`config.mk`:
```
export PLATFORM = sky130hd
export DESIGN_NAME = c7bicu_fetch_resp_flat
export DESIGN_NICKNAME = d
export VERILOG_FILES = /design/src/rtl/c7bicu_fetch_resp_if.sv /design/src/rtl/c7bicu_fetch_resp.sv /design/src/flat_wrapper.sv
export SDC_FILE = /design/constraint.sdc
export NUM_CORES = 1
export LEC_CHECK = 0
export CELL_PAD_IN_SITES_DETAIL_PLACEMENT = 1
export CELL_PAD_IN_SITES_GLOBAL_PLACEMENT = 2
export CORE_ASPECT_RATIO = 1.25
export CORE_MARGIN = 2
export CORE_UTILIZATION = 27
export DETAILED_ROUTE_END_ITERATION = 10
export PLACE_DENSITY_LB_ADDON = 0.1
export SETUP_SLACK_MARGIN = 0.5
export SLEW_MARGIN = 20
export SYNTH_ARGS = -nofsm -noshare
export SYNTH_HDL_FRONTEND = slang
export SYNTH_SLANG_ARGS = --single-unit
```
`constraint.sdc`:
```
create_clock -name clk -period 5.5 [get_ports clk]
set_clock_uncertainty 0.05 [all_clocks]
set_input_delay 1.1 -clock clk [delete_from_list [all_inputs] [get_ports clk]]
set_output_delay 1.1 -clock clk [all_outputs]
set_load 0.02 [all_outputs]
```
`src/rtl/c7bicu_fetch_resp_if.sv`:
```
// Fetch-response signal bundle: IFU->ICU fetch handshake plus the ICU->BIU read channel.
// IFU side: req is held until ack (ack is combinational in the same cycle); the response
// is a single data_valid pulse; cancel discards whatever fetch is outstanding.
// BIU side: req/addr are held stable until ack; read data arrives later as a one-cycle data_valid.
interface c7bicu_fetch_resp_if #(
    parameter int ADDR_W = 32,
    parameter int DATA_W = 32
);
    logic              ifu_icu_req_ic1;
    logic [ADDR_W-1:0] ifu_icu_addr_ic1;
    logic              ifu_icu_cancel;
    logic              icu_ifu_ack_ic1;
    logic              icu_ifu_data_valid_ic2;
    logic [DATA_W-1:0] icu_ifu_data_ic2;
    logic              icu_ifu_err_ic2;
    logic              icu_biu_req;
    logic [ADDR_W-1:0] icu_biu_addr;
    logic              biu_icu_ack;
    logic              biu_icu_data_valid;
    logic [DATA_W-1:0] biu_icu_data;

    modport slave (
        input  ifu_icu_req_ic1, ifu_icu_addr_ic1, ifu_icu_cancel,
        output icu_ifu_ack_ic1, icu_ifu_data_valid_ic2, icu_ifu_data_ic2, icu_ifu_err_ic2,
        output icu_biu_req, icu_biu_addr,
        input  biu_icu_ack, biu_icu_data_valid, biu_icu_data
    );

    modport master (
        output ifu_icu_req_ic1, ifu_icu_addr_ic1, ifu_icu_cancel,
        input  icu_ifu_ack_ic1, icu_ifu_data_valid_ic2, icu_ifu_data_ic2, icu_ifu_err_ic2,
        input  icu_biu_req, icu_biu_addr,
        output biu_icu_ack, biu_icu_data_valid, biu_icu_data
    );
endinterface

```
`src/rtl/c7bicu_fetch_resp.sv`:
```
// ICU responder for IFU fetches: accepts one request, reads the word over the BIU
// (single outstanding), returns it as a one-cycle pulse, and honours IFU cancel.
module c7bicu_fetch_resp #(
    parameter int ADDR_W = 32,
    parameter int DATA_W = 32
) (
    input  logic                    clk,
    input  logic                    resetn,
    c7bicu_fetch_resp_if.slave      fetch,
    output logic [1:0]              dbg_state
);

    typedef enum logic [1:0] {
        IDLE     = 2'd0,
        BUS_REQ  = 2'd1,
        BUS_WAIT = 2'd2,
        RESP     = 2'd3
    } state_t;

    state_t            state, state_d;
    logic              biu_req_q, biu_req_d;
    logic [ADDR_W-1:0] biu_addr_q, biu_addr_d;
    logic              dv_q, dv_d;
    logic [DATA_W-1:0] data_q, data_d;
    logic              err_q, err_d;
    logic              drop_q, drop_d;
    logic              ack;
    logic              aligned;
    logic              bus_data;

    assign ack     = fetch.ifu_icu_req_ic1 && (state == IDLE) && !fetch.ifu_icu_cancel;
    assign aligned = (fetch.ifu_icu_addr_ic1[1:0] == 2'b00);

    always_ff @(posedge clk or negedge resetn) begin
        if (!resetn) begin
            state <= IDLE;
        end else begin
            state <= state_d;
        end
    end

    always_ff @(posedge clk or negedge resetn) begin
        if (!resetn) begin
            biu_req_q  <= 1'b0;
            biu_addr_q <= '0;
            dv_q       <= 1'b0;
            data_q     <= '0;
            err_q      <= 1'b0;
            drop_q     <= 1'b0;
        end else begin
            biu_req_q  <= biu_req_d;
            biu_addr_q <= biu_addr_d;
            dv_q       <= dv_d;
            data_q     <= data_d;
            err_q      <= err_d;
            drop_q     <= drop_d;
        end
    end

    always_comb begin
        state_d    = state;
        biu_req_d  = biu_req_q;
        biu_addr_d = biu_addr_q;
        dv_d       = 1'b0;
        data_d     = data_q;
        err_d      = err_q;
        drop_d     = drop_q;
        bus_data   = 1'b0;
        case (state)
            IDLE: begin
                if (ack) begin
                    if (aligned) begin
                        biu_req_d  = 1'b1;
                        biu_addr_d = fetch.ifu_icu_addr_ic1;
                        state_d    = BUS_REQ;
                    end else begin
                        dv_d    = 1'b1;
                        data_d  = '0;
                        err_d   = 1'b1;
                        state_d = RESP;
                    end
                end
            end
            BUS_REQ: begin
                if (fetch.biu_icu_ack) begin
                    biu_req_d = 1'b0;
                    bus_data  = fetch.biu_icu_data_valid;
                    state_d   = BUS_WAIT;
                end
            end
            BUS_WAIT: bus_data = fetch.biu_icu_data_valid;
            RESP:     state_d  = IDLE;
            default:  state_d  = IDLE;
        endcase

        // A cancelled fetch still lets the bus read finish; its data is simply discarded.
        if (state == BUS_REQ || state == BUS_WAIT) begin
            if (fetch.ifu_icu_cancel) begin
                drop_d = 1'b1;
            end
            if (bus_data) begin
                if (drop_q || fetch.ifu_icu_cancel) begin
                    drop_d  = 1'b0;
                    state_d = IDLE;
                end else begin
                    dv_d    = 1'b1;
                    data_d  = fetch.biu_icu_data;
                    err_d   = 1'b0;
                    state_d = RESP;
                end
            end
        end
    end

    assign fetch.icu_ifu_ack_ic1        = ack;
    assign fetch.icu_ifu_data_valid_ic2 = dv_q && !fetch.ifu_icu_cancel;
    assign fetch.icu_ifu_data_ic2       = data_q;
    assign fetch.icu_ifu_err_ic2        = err_q;
    assign fetch.icu_biu_req            = biu_req_q;
    assign fetch.icu_biu_addr           = biu_addr_q;
    assign dbg_state                    = state;

endmodule

```
`src/flat_wrapper.sv`:
```
// flat-port wrapper written by rule: the top's interface ports become plain ports
module c7bicu_fetch_resp_flat 
#(
    parameter int ADDR_W = 32,
    parameter int DATA_W = 32
)
  (clk, resetn, dbg_state, fetch_ifu_icu_req_ic1, fetch_ifu_icu_addr_ic1, fetch_ifu_icu_cancel, fetch_icu_ifu_ack_ic1, fetch_icu_ifu_data_valid_ic2, fetch_icu_ifu_data_ic2, fetch_icu_ifu_err_ic2, fetch_icu_biu_req, fetch_icu_biu_addr, fetch_biu_icu_ack, fetch_biu_icu_data_valid, fetch_biu_icu_data);
  c7bicu_fetch_resp_if #(.ADDR_W(ADDR_W), .DATA_W(DATA_W)) fetch_i ();
  input  logic clk;
  input  logic resetn;
  output logic [1:0] dbg_state;
  input wire logic [$bits(fetch_i.ifu_icu_req_ic1)-1:0] fetch_ifu_icu_req_ic1;
  input wire logic [$bits(fetch_i.ifu_icu_addr_ic1)-1:0] fetch_ifu_icu_addr_ic1;
  input wire logic [$bits(fetch_i.ifu_icu_cancel)-1:0] fetch_ifu_icu_cancel;
  output wire logic [$bits(fetch_i.icu_ifu_ack_ic1)-1:0] fetch_icu_ifu_ack_ic1;
  output wire logic [$bits(fetch_i.icu_ifu_data_valid_ic2)-1:0] fetch_icu_ifu_data_valid_ic2;
  output wire logic [$bits(fetch_i.icu_ifu_data_ic2)-1:0] fetch_icu_ifu_data_ic2;
  output wire logic [$bits(fetch_i.icu_ifu_err_ic2)-1:0] fetch_icu_ifu_err_ic2;
  output wire logic [$bits(fetch_i.icu_biu_req)-1:0] fetch_icu_biu_req;
  output wire logic [$bits(fetch_i.icu_biu_addr)-1:0] fetch_icu_biu_addr;
  input wire logic [$bits(fetch_i.biu_icu_ack)-1:0] fetch_biu_icu_ack;
  input wire logic [$bits(fetch_i.biu_icu_data_valid)-1:0] fetch_biu_icu_data_valid;
  input wire logic [$bits(fetch_i.biu_icu_data)-1:0] fetch_biu_icu_data;
  assign fetch_i.ifu_icu_req_ic1 = fetch_ifu_icu_req_ic1;
  assign fetch_i.ifu_icu_addr_ic1 = fetch_ifu_icu_addr_ic1;
  assign fetch_i.ifu_icu_cancel = fetch_ifu_icu_cancel;
  assign fetch_icu_ifu_ack_ic1 = fetch_i.icu_ifu_ack_ic1;
  assign fetch_icu_ifu_data_valid_ic2 = fetch_i.icu_ifu_data_valid_ic2;
  assign fetch_icu_ifu_data_ic2 = fetch_i.icu_ifu_data_ic2;
  assign fetch_icu_ifu_err_ic2 = fetch_i.icu_ifu_err_ic2;
  assign fetch_icu_biu_req = fetch_i.icu_biu_req;
  assign fetch_icu_biu_addr = fetch_i.icu_biu_addr;
  assign fetch_i.biu_icu_ack = fetch_biu_icu_ack;
  assign fetch_i.biu_icu_data_valid = fetch_biu_icu_data_valid;
  assign fetch_i.biu_icu_data = fetch_biu_icu_data;
  c7bicu_fetch_resp #(.ADDR_W(ADDR_W), .DATA_W(DATA_W)) u_core (.clk(clk), .resetn(resetn), .fetch(fetch_i), .dbg_state(dbg_state));
endmodule
```
======== Word-level counts from Yosys, hierarchy flattened ========
Cells that the tools add are included.
cells by class
  $mul .................................... 0
  shifts and indexed selects .............. 0
  $lt $le $gt $ge ......................... 0
  reduce and logical (&&, ||, !) cells .... 11
  muxes and demuxes ....................... 34
  eq/ne operators ......................... 6
  bitwise operators ....................... 0
  $add $sub $neg .......................... 0
  div/mod/pow operators ................... 0
operators with widths
  cell                number
  $mux 32             6
  $mux 1              19
  $mux 2              6
  $pmux 2 s3          1
  $eq 2x2->1 const B  2
  $logic_not 2->1     2
  $ne 2x2->1 const B  2
  $pmux 1 s2          2
  $reduce_and 4->1    1
  $logic_and 1x1->1   3
  $reduce_and 3->1    1
  $eq 2x1->1 const B  1
  $logic_or 1x1->1    2
  $ne 2x1->1 const B  1
  $reduce_bool 2->1   1
  $logic_not 1->1     1
storage, ports and cells
  flip-flop bits (word level) ............. 70
  memory bits (read-only) ................. 0
  latch bits .............................. 0
  memory bits (writable) .................. 0
  output and inout port bits .............. 70
  logic and storage cells ................. 58
  bits of input ports ..................... 70
  memories kept ........................... 0

======== Logic depth before layout (Yosys ltp) ========
Gate-level depths: netlist (run 1).
  word-level depth ........................ 8
  gate-level depth with buffers ........... 7
  mapped depth without buffers ............ 6

======== Worst setup path before layout (run 1) ========
OpenSTA, ideal clock, no wires.
  kind .................................... input port to output port
  start point ............................. input port fetch_ifu_icu_cancel
  end point ............................... output port fetch_icu_ifu_ack_ic1
  slack ................................... 2.975 ns
  arrival ................................. 1.375 ns
  cell stages on the path ................. 2
  buffers on the path ..................... 0
  data required time ...................... 4.350 ns
  cells stage by stage .................... nand3b_4 clkinv_2
between the ends
  word-level cells in the longest chain between the ends .. 2
RTL lines
  item               RTL line                 text
  start, declared    flat_wrapper.sv:14       input wire logic [$bits(fetch_i.ifu_icu_cancel)-1:0] fetch_ifu_icu_cancel;
  $logic_not 1->1    c7bicu_fetch_resp.sv:31  assign ack = fetch.ifu_icu_req_ic1 && (state == IDLE) && !fetch.ifu_icu_cancel;
  $logic_and 1x1->1  c7bicu_fetch_resp.sv:31
  end, declared      flat_wrapper.sv:15       output wire logic [$bits(fetch_i.icu_ifu_ack_ic1)-1:0] fetch_icu_ifu_ack_ic1;
Every way passes these cells.

======== Final worst setup path (run 1) ========
Same ends and word-level chain as after synthesis.

==> impl_results.md, run 1 <==
- Worst EP arrival: 2.54 ns
- Max VDD drop: 0.2037 mV
- Post-route antenna net violation count: 0
- Post-layout instance area: 0.004531 sq mm
- Final hold violations: 0
- Yosys top cell area share: 63.21%
- Slowest stage delay, CP: 0.61 ns
- TritonCTS Buffers: 9
- Crit start category: input pin
- Synth warnings: 0
- Nets: 398
- Wire length per cell: 16.64 um
- # rows: 41
- Post-synthesis register bit count: 70
- Most used flip-flop cell after synthesis: dfrtp_1
- R2r setup slk: 3.24 ns
- Placer congestion estimate: 0.7601
- Number of global-route vias before repair: 2,290
- GR Util All Layers: 14.43%
- Chip height: 117.3 um
- Io pins: 140
- Antenna violations before repair: 0
- PortBufs: 139
- Syn Inst Count: 184
- Clk slew on worst S/H paths: 0.05 ns
- Setup TNS: 0 ns
- Final setup vio count: 0
- Seq/Total Area, Yosys: 63.21%
- Clk_lat worst skew: 0.33 ns
- Post-cts hold buffer count: 0
- Hold path cells: 1
- Unique masters post-synth: 33
- Min Tclk post-route: 3.688 ns
- Post-CTS sizing: 0
- CP endpoint kind: output port
- Core Region: 0.01005 sq mm
- GRT overflow: 0
- EDFF count, synth: 0
- Mean post-synth cell area: 15.06 sq um
- Die footprint: 0.01110 sq mm
- Slew HR: 38.54%
- Vias per inst: 4.546
- LEAKAGE: 0.001979 uW
- Antenna cells: 0
- DPL Wire Length: 5244 um
- Die width: 94.62 um
- Post-CTS setup buffers: 0
- Max Cap Viol: 0
- Outcome: finished clean
- CTS tree: built
- FILL cells: 1,041
- Hold Crit Class: flop to flop
- Most Frequent Cell on Critical Path: clkdlybuf4s50_1
- Crit-path slowest cell: clkdlybuf4s50_1
- CP Max Fanout: 6
- Initial Util: 27.56%
- Crit-path cells: clkdlybuf4s50_1 > nand3b_4 > clkinv_2 > clkdlybuf4s50_1
- Area growth syn-to-layout: 63.48%
- Tcrit/Tclk final: 67.05%
- Fmax: 0.2712 GHz
- Top cells by area, synth: dfrtp_1 (63%), mux2_1 (11%), a22o_1 (10%)
- Async SR Flop Fraction: 100.0%
- Count leader, synth: dfrtp_1
- Top post-synthesis cells by count: dfrtp_1 (70), a22o_1 (32), mux2_1 (28), buf_6 (7), nor2_1 (5)
- H-tree depth: 3
- Clock Sinks: 70
- Pwr/cell area: 576.2 mW/mm^2
- Cell area after synthesis: 0.002771 sq mm
- Via count of the routed design: 2,082
- Max-slew violation count: 0
- Clk buf depth: 2
- Largest net degree at the start of global routing: 71
- Drt initial violations: 40
- Root Driver: clkbuf_16
- First-pass GRT wire length: 12,050 um
- DRC violations left: 0
- Unrepaired setup endpoints after global routing: false
- Pre-antenna DRT Iters: 4
- Worst Tran Pin Value: 0.9220 ns
- Worst hold slack: 0.4368 ns
- Cells on worst reg2reg path: 6
- Ratio of cells with drive above 1 in the final layout: 7.295%
- Area after DPL: 0.004228 sq mm
- Critical path class: input pin to output port
- Routed WL: 7619 um
- Syn Nets: 258
- Largest area contributor in the netlist: dfrtp_1
- Worst Path Required: 4.35 ns
-- cell families after synthesis --
family                     after synthesis  synth area share (%)
buffers and inverters                   15                 4.108
adders and majority gates                4                 1.806
DFF                                     70                 63.21
muxes                                   30                 12.19
and+or+nand+nor                         20                 4.741
AOI/OAI and AO/OA                       45                 13.95
-- worst paths after layout --
kind                                              startpoint                                end
worst max-delay path                    fetch_ifu_icu_cancel              fetch_icu_ifu_ack_ic1
worst min-delay path            u_core.fetch.icu_biu_addr[9]       u_core.fetch.icu_biu_addr[9]
worst max register to register           u_core.dbg_state[1]       u_core.fetch.icu_biu_addr[8]
worst min register to register  u_core.fetch.icu_biu_addr[9]       u_core.fetch.icu_biu_addr[9]
max in group asynchronous                             resetn  u_core.fetch.icu_ifu_data_ic2[18]
min in group asynchronous                             resetn      u_core.fetch.icu_biu_addr[12]
-- metrics by stage --
step	power [uW]	worst slack [ns]	instances	utilization, %
5_1_grt	2773	1.751	458	45.06
2_1_floorplan	1444	2.975	184	-
3_5_place_dp	2043	1.792	442	42.05
6_report	2610	1.812	458	45.06
4_1_cts	2652	1.792	458	45.06
3_3_place_gp	2028	1.814	442	42.05
-- placed cells by master, fill, tap and decap left out, types with 2 or more instances in the layout --
master	instances
clkinv_2	2
clkdlybuf4s50_1	138
nand2_1	2
nor3_1	2
mux2_1	28
clkbuf_1	2
a22o_1	32
and2_1	2
clkbuf_8	2
inv_1	4
a21oi_1	3
clkbuf_16	9
mux2_2	2
dfrtp_1	70
nor2_1	5
ha_1	4
-- metal layers --
metal	up-vias	routed length (um)	track usage (%)	share of wire [%]
met5	-	0	0	0
met4	0	129	5.604	1.7
met3	10	669	5.954	8.8
met2	93	3613	22.74	47
met1	1031	3207	17.66	42
li1	948	-	-	-
-- critical path, delay by kind of cell --
family	cells	cell delay [ns]
buf+inv	3	1.22
simple gates	1	0.22
-- cell type report --
cell class                      instances  area (sq um)  share of cell area (%)
Sequential cell                        70          1752                   38.66
Timing Repair Buffer                  139          1389                   30.65
Multi-Input combinational cell         99         905.9                   19.99
Clock buffer                           13         260.3                   5.744
Tap cell                              129         161.4                   3.563
Clock inverter                          3         42.54                  0.9390
Inverter                                5         20.02                  0.4419
-- sequential cells by signal, indices dropped and copies added, names as in the netlist --
register / count
u_core.fetch.icu_biu_addr: 32
u_core.fetch.icu_ifu_data_ic2: 32
u_core.dbg_state: 2
u_core.drop_q: 1
u_core.dv_q: 1
u_core.fetch.icu_biu_req: 1
u_core.fetch.icu_ifu_err_ic2: 1
-- power by group --
| group | switching [uW] | internal, uW |
|---|---|---|
| Sequential | 125 | 743 |
| Clock | 213 | 375 |
| Combinational | 557 | 596 |
| Total | 895 | 1720 |
No activity file was read; power rests on OpenSTA's default activity.
==> run 2, diff against run 1 <==
- CORE_UTILIZATION: 27 -> 25
- clock period: 5.5 -> 3.5 ns (I/O delays scaled with it)
==> run 2 against run 1 <==
Non-clock buffer count is 2 higher. Global-route usage is 0.84 points lower. Critical path depth stayed put. Via count is 3.2% higher. Sequential share of layout area is 0.053 points lower. Final area is 0.14% higher. Sequential cell count stayed put. Worst hold slack worse by 0.0048 ns. Register-to-register slack worse by 2.0 ns. Final cell count is 1.7% higher. Critical path type unchanged. Largest power group unchanged.
==> impl_results.md, run 2 (synthesis gave the netlist of run 1 again) <==
- Clk_lat worst skew: 0.33 ns (about the same)
- Largest net degree at the start of global routing: 38 (was 71)
- Critical path class: input pin to output port (unchanged)
- Vias per inst: 4.612 (was 4.546)
- Max-slew violation count: 0 (unchanged)
- Slew HR: 42.10% (was 38.54%)
- Antenna cells: 0 (unchanged)
- Post-route core utilization: 41.34% (was 45.06%)
- Sequential Area: 0.001752 sq mm (unchanged)
- Worst Tran Pin Value: 0.8686 ns (was 0.9220 ns)
- Area growth syn-to-layout: 63.70% (was 63.48%)
- GRT overflow: 0 (unchanged)
- Initial Util: 25.25% (was 27.56%)
- Wire length per cell: 16.39 um (was 16.64 um)
- Root Driver: clkbuf_16 (unchanged)
- Setup TNS: 0 ns (unchanged)
- DPL Wire Length: 5489 um (was 5244 um)
- Switching portion of total power: 35.29% (was 34.29%)
- Fmax: 0.3476 GHz
- Nets: 400 (was 398)
- Via count of the routed design: 2,149 (was 2,082)
- Worst EP arrival: 2.13 ns (was 2.54 ns)
- Internal: 2604 uW (was 1715 uW)
- R2r setup slk: 1.22 ns (was 3.24 ns)
- First-pass GRT wire length: 12,620 um (was 12,050 um)
- Unrepaired setup endpoints after global routing: false (unchanged)
- Pre-antenna DRT Iters: 4 (unchanged)
- Post-cts hold buffer count: 0 (unchanged)
- Final setup vio count: 0 (unchanged)
- Tcrit/Tclk final: 82.21%
- PortBufs: 139 (unchanged)
- Max VDD drop: 0.2847 mV (was 0.2037 mV)
- Clk buf depth: 2 (unchanged)
- Placer congestion estimate: 0.7566 (was 0.7601)
- # rows: 43 (was 41)
- Min Tclk post-route: 2.877 ns
- Core Region: 0.01098 sq mm (was 0.01005 sq mm)
- Most common cell after layout, fill and taps aside: clkdlybuf4s50_1 (unchanged)
- Sw power: 1420 uW (was 895.2 uW)
- Hold Crit Class: input pin to async pin (was flop to flop)
- Die footprint: 0.01195 sq mm (was 0.01110 sq mm)
- Final hold violations: 0 (unchanged)
- CTS tree: built (unchanged)
- H-tree depth: 3 (unchanged)
- Crit start category: input pin (unchanged)
- FILL cells: 1,160 (was 1,041)
- Antenna violations before repair: 0 (unchanged)
- Routed WL: 7640 um (was 7619 um)
- Clock share of power: 20.8% (was 22.5%)
- Sequential power share: 34.0% (was 33.3%)
- Outcome: finished clean (unchanged)
- Worst hold slack: 0.4320 ns (was 0.4368 ns)
- DRC violations left: 0 (unchanged)
- Drt initial violations: 40 (unchanged)
- Post-route antenna net violation count: 0 (unchanged)
- Final Power: 4025 uW (was 2610 uW)
- Worst Path Required: 2.75 ns (was 4.35 ns)
- Combinational share of power: 45.2% (was 44.2%)
- Io pins: 140 (unchanged)
- Max Cap Viol: 0 (unchanged)
- Clock Sinks: 70 (unchanged)
- Most frequent cells in the layout: clkdlybuf4s50_1 (138), dfrtp_1 (70), a22o_1 (32), mux2_1 (28), clkbuf_16 (9) (unchanged)
- LEAKAGE: 0.001976 uW (was 0.001979 uW)
- CP Max Fanout: 6 (unchanged)
- Post-CTS setup buffers: 0 (unchanged)
- Multi-input gate area: 905.9 sq um (unchanged)
- GR Util All Layers: 13.60% (was 14.43%)
- Ratio of cells with drive above 1 in the final layout: 8.459% (was 7.295%)
- Post-CTS sizing: 0 (unchanged)
- CP endpoint kind: output port (unchanged)
- Clk slew on worst S/H paths: 0.05 ns (about the same)
- TritonCTS Buffers: 9 (unchanged)
- Die width: 98.17 um (was 94.62 um)
- Number of global-route vias before repair: 2,383 (was 2,290)
- Chip height: 121.7 um (was 117.3 um)
- Pwr/cell area: 887.1 mW/mm^2 (was 576.2 mW/mm^2)
## run 2: final timing paths
kind                                                   start                            to  cells past startpoint
min in group clk                u_core.fetch.icu_biu_addr[1]  u_core.fetch.icu_biu_addr[1]                      1
worst max-delay path                    fetch_ifu_icu_cancel         fetch_icu_ifu_ack_ic1                      4
worst min-delay path                                  resetn           u_core.dbg_state[1]                      1
worst min register to register  u_core.fetch.icu_biu_addr[1]  u_core.fetch.icu_biu_addr[1]                      1
max in group asynchronous                             resetn  u_core.fetch.icu_biu_addr[1]                      2
worst max register to register           u_core.dbg_state[1]  u_core.fetch.icu_biu_addr[7]                      6
## run 2: final cells by class
| type | count | area share, % |
|---|---|---|
| Multi-Input combinational cell | 99 | 19.97 |
| Timing Repair Buffer | 141 | 31.16 |
| Clock buffer | 10 | 5.268 |
| Sequential cell | 70 | 38.61 |
| Clock inverter | 6 | 0.8274 |
| Tap cell | 135 | 3.723 |
| Inverter | 5 | 0.4413 |
## run 2: critical path, stage by stage
cell and delay (ns):
clkdlybuf4s50_1 0.49, nand3b_4 0.22, clkinv_2 0.10, clkdlybuf4s50_1 0.62
## run 2: power groups by stage
| stage | sequential, uW | combinational [uW] | clock [uW] |
|---|---|---|---|
| 2_1_floorplan | 1800 | 469 | 0 |
| 3_3_place_gp | 1370 | 1840 | 0 |
| 3_5_place_dp | 1380 | 1850 | 0 |
| 4_1_cts | 1370 | 1850 | 871 |
| 5_1_grt | 1430 | 1950 | 900 |
| 6_report | 1370 | 1820 | 838 |
## run 2: stage by stage
stage	cell area (sq um)	worst slack, ns	cells
floorplan	2771	1.605	184
detailed placement	4260	0.6056	450
finish	4537	0.6227	466
CTS	4537	0.6125	466
global route	4537	0.5827	466
global placement	4260	0.6361	450
## run 2: layer usage
layer | share of wire [%] | GRT usage (%)
met5 | 0 | 0
met2 | 49 | 22.05
met1 | 40 | 15.83
met4 | 2.4 | 7.106
met3 | 8.8 | 4.934
==> run 3, diff against run 2 <==
- clock period: 3.5 -> 2.9 ns (I/O delays scaled with it)
==> run 3 against run 2 <==
Non-clock buffer count grew 1. Worst setup slack improved by 0.0083 ns. Global-route usage hardly changed. Final area is 1.2% higher. Worst hold slack got worse by 0.11 ns. Final cell count stayed put.
==> impl_results.md, run 3 (synthesis gave the netlist of run 1 again) <==
- Clk buf depth: 2 (unchanged)
- Wire length per cell: 16.74 um (was 16.39 um)
- Die footprint: 0.01195 sq mm (unchanged)
- Worst Path Required: 2.27 ns (was 2.75 ns)
- Pre-antenna DRT Iters: 2 (was 4)
- Placer congestion estimate: 0.7811 (was 0.7566)
- Cells on worst reg2reg path: 7 (was 6)
- Clk_lat worst skew: 0.32 ns (was 0.33 ns)
- Multi-input gate area: 908.4 sq um (was 905.9 sq um)
- Min Tclk post-route: 2.269 ns
- Area growth syn-to-layout: 65.60% (was 63.70%)
- Routed WL: 7800 um (was 7640 um)
- CP Max Fanout: 6 (unchanged)
- Max Cap Viol: 0 (unchanged)
- PortBufs: 139 (unchanged)
- Unrepaired setup endpoints after global routing: false (unchanged)
- Final hold violations: 0 (unchanged)
- Via count of the routed design: 2,104 (was 2,149)
- LEAKAGE: 0.002016 uW (was 0.001976 uW)
- Worst EP arrival: 1.64 ns (was 2.13 ns)
- Stages on worst setup path: 3 (was 4)
- Post-cts hold buffer count: 0 (unchanged)
- CP Buf/Inv Count: 2 (was 3)
- H-tree depth: 3 (unchanged)
- Most common cell after layout, fill and taps aside: clkdlybuf4s50_1 (unchanged)
- FILL cells: 1,190 (was 1,160)
- Chip height: 121.7 um (unchanged)
- Fmax: 0.4407 GHz
- Slew HR: 41.06% (was 42.10%)
- Max-slew violation count: 0 (unchanged)
- Setup TNS: 0 ns (unchanged)
- CTS tree: built (unchanged)
- Io pins: 140 (unchanged)
- Most frequent cells in the layout: clkdlybuf4s50_1 (136), dfrtp_1 (70), a22o_1 (32), mux2_1 (28), clkbuf_16 (9) (was clkdlybuf4s50_1 (138), dfrtp_1 (70), a22o_1 (32), mux2_1 (28), clkbuf_16 (9))
- Drt initial violations: 62 (was 40)
- Final worst setup slack: 0.6310 ns (was 0.6227 ns)
- Outcome: finished clean (unchanged)
- Root Driver: clkbuf_16 (unchanged)
- GRT overflow: 0 (unchanged)
- Antenna violations before repair: 0 (unchanged)
- Antenna cells: 0 (unchanged)
- DP Worst Slack: 0.2492 ns (was 0.6056 ns)
- Post-CTS setup buffers: 0 (unchanged)
- CP endpoint kind: output port (unchanged)
- Crit-path cells: clkdlybuf4s50_1 > and2b_1 > dlygate4sd2_1 (was clkdlybuf4s50_1 > nand3b_4 > clkinv_2 > clkdlybuf4s50_1)
- Tcrit/Tclk final: 78.24%
- Crit start category: input pin (unchanged)
- Initial Util: 25.25% (unchanged)
- Vias per inst: 4.515 (was 4.612)
- TritonCTS Buffers: 9 (unchanged)
- Area after DPL: 0.004293 sq mm (was 0.004260 sq mm)
- Sequential Area: 0.001752 sq mm (unchanged)
- Final Power: 4969 uW (was 4025 uW)
- DPL Wire Length: 5712 um (was 5489 um)
- Nets: 401 (was 400)
- Ratio of cells with drive above 1 in the final layout: 8.761% (was 8.459%)
- Post-layout instance area: 0.004589 sq mm (was 0.004537 sq mm)
- Largest net degree at the start of global routing: 38 (unchanged)
- Max VDD drop: 0.3705 mV (was 0.2847 mV)
- Number of global-route vias before repair: 2,403 (was 2,383)
- GR Util All Layers: 13.64% (was 13.60%)
- Pwr/cell area: 1083 mW/mm^2 (was 887.1 mW/mm^2)
- Clock Sinks: 70 (unchanged)
- Crit-path slowest cell: clkdlybuf4s50_1 (unchanged)
- Clk slew on worst S/H paths: 0.05 ns (about the same)
- First-pass GRT wire length: 12,670 um (was 12,620 um)
- Die width: 98.17 um (unchanged)
- Core Region: 0.01098 sq mm (unchanged)
- DRC violations left: 0 (unchanged)
- # rows: 43 (unchanged)
- Worst Tran Pin Value: 0.8841 ns (was 0.8686 ns)
- Post-route antenna net violation count: 0 (unchanged)
- Final setup vio count: 0 (unchanged)
- Hold Crit Class: input pin to async pin (unchanged)
- Cell family with most CP delay: buffers and inverters (unchanged)
- Slowest stage delay, CP: 0.55 ns (was 0.62 ns)
- Critical path class: input pin to output port (unchanged)
## run 3: report_power, final
group | switching (uW) | total, uW | leakage (uW) | internal, uW
logic | 1070 | 2220 | 0.000966 | 1150
clock network | 388 | 1100 | 0.000149 | 708
registers | 242 | 1650 | 0.000901 | 1410
total | 1700 | 4970 | 0.00202 | 3270
## run 3: worst paths after layout
path                            slack (ns)                    startpoint                       endpoint
worst min register to register        0.43  u_core.fetch.icu_biu_addr[1]   u_core.fetch.icu_biu_addr[1]
worst max register to register        0.89           u_core.dbg_state[1]   u_core.fetch.icu_biu_addr[7]
worst min-delay path                  0.32                        resetn            u_core.dbg_state[1]
min in group clk                      0.43  u_core.fetch.icu_biu_addr[1]   u_core.fetch.icu_biu_addr[1]
worst max-delay path                  0.63          fetch_ifu_icu_cancel   fetch_icu_ifu_data_valid_ic2
max in group asynchronous             1.80                        resetn  u_core.fetch.icu_biu_addr[18]
## run 3: what timing repair did
action	4_1_cts	5_1_grt
endpoints found under the setup margin	2	1
gates cloned	0	0
endpoints found under the hold margin	0	0
resized for setup	3	2
## run 3: area by class of cell
| class | instances | share of cell area [%] |
|---|---|---|
| Sequential cell | 70 | 38.17 |
| Timing Repair Buffer | 142 | 31.38 |
| Multi-Input combinational cell | 99 | 19.79 |
| Clock buffer | 12 | 5.589 |
| Tap cell | 135 | 3.680 |
| Clock inverter | 3 | 0.9542 |
| Inverter | 5 | 0.4362 |
## run 3: per-stage QoR
step	std cells	util, %	hold WS [ns]
global placement	451	39.11	0.4217
global route	466	41.81	0.3991
finish	466	41.81	0.3225
floorplan	184	-	0.2344
detailed placement	451	39.11	0.4235
CTS	466	41.85	0.3646
## run 3: layer usage
| metal | GRT usage [%] | up-vias | part of all wire, % | wire length [um] |
|---|---|---|---|---|
| met2 | 22.43 | 92 | 49 | 3854 |
| met3 | 4.303 | 10 | 8.4 | 658 |
| met4 | 6.849 | 0 | 1.9 | 149 |
| met5 | 0 | - | 0 | 0 |
| met1 | 16.14 | 1045 | 40 | 3138 |
| li1 | - | 957 | - | - |
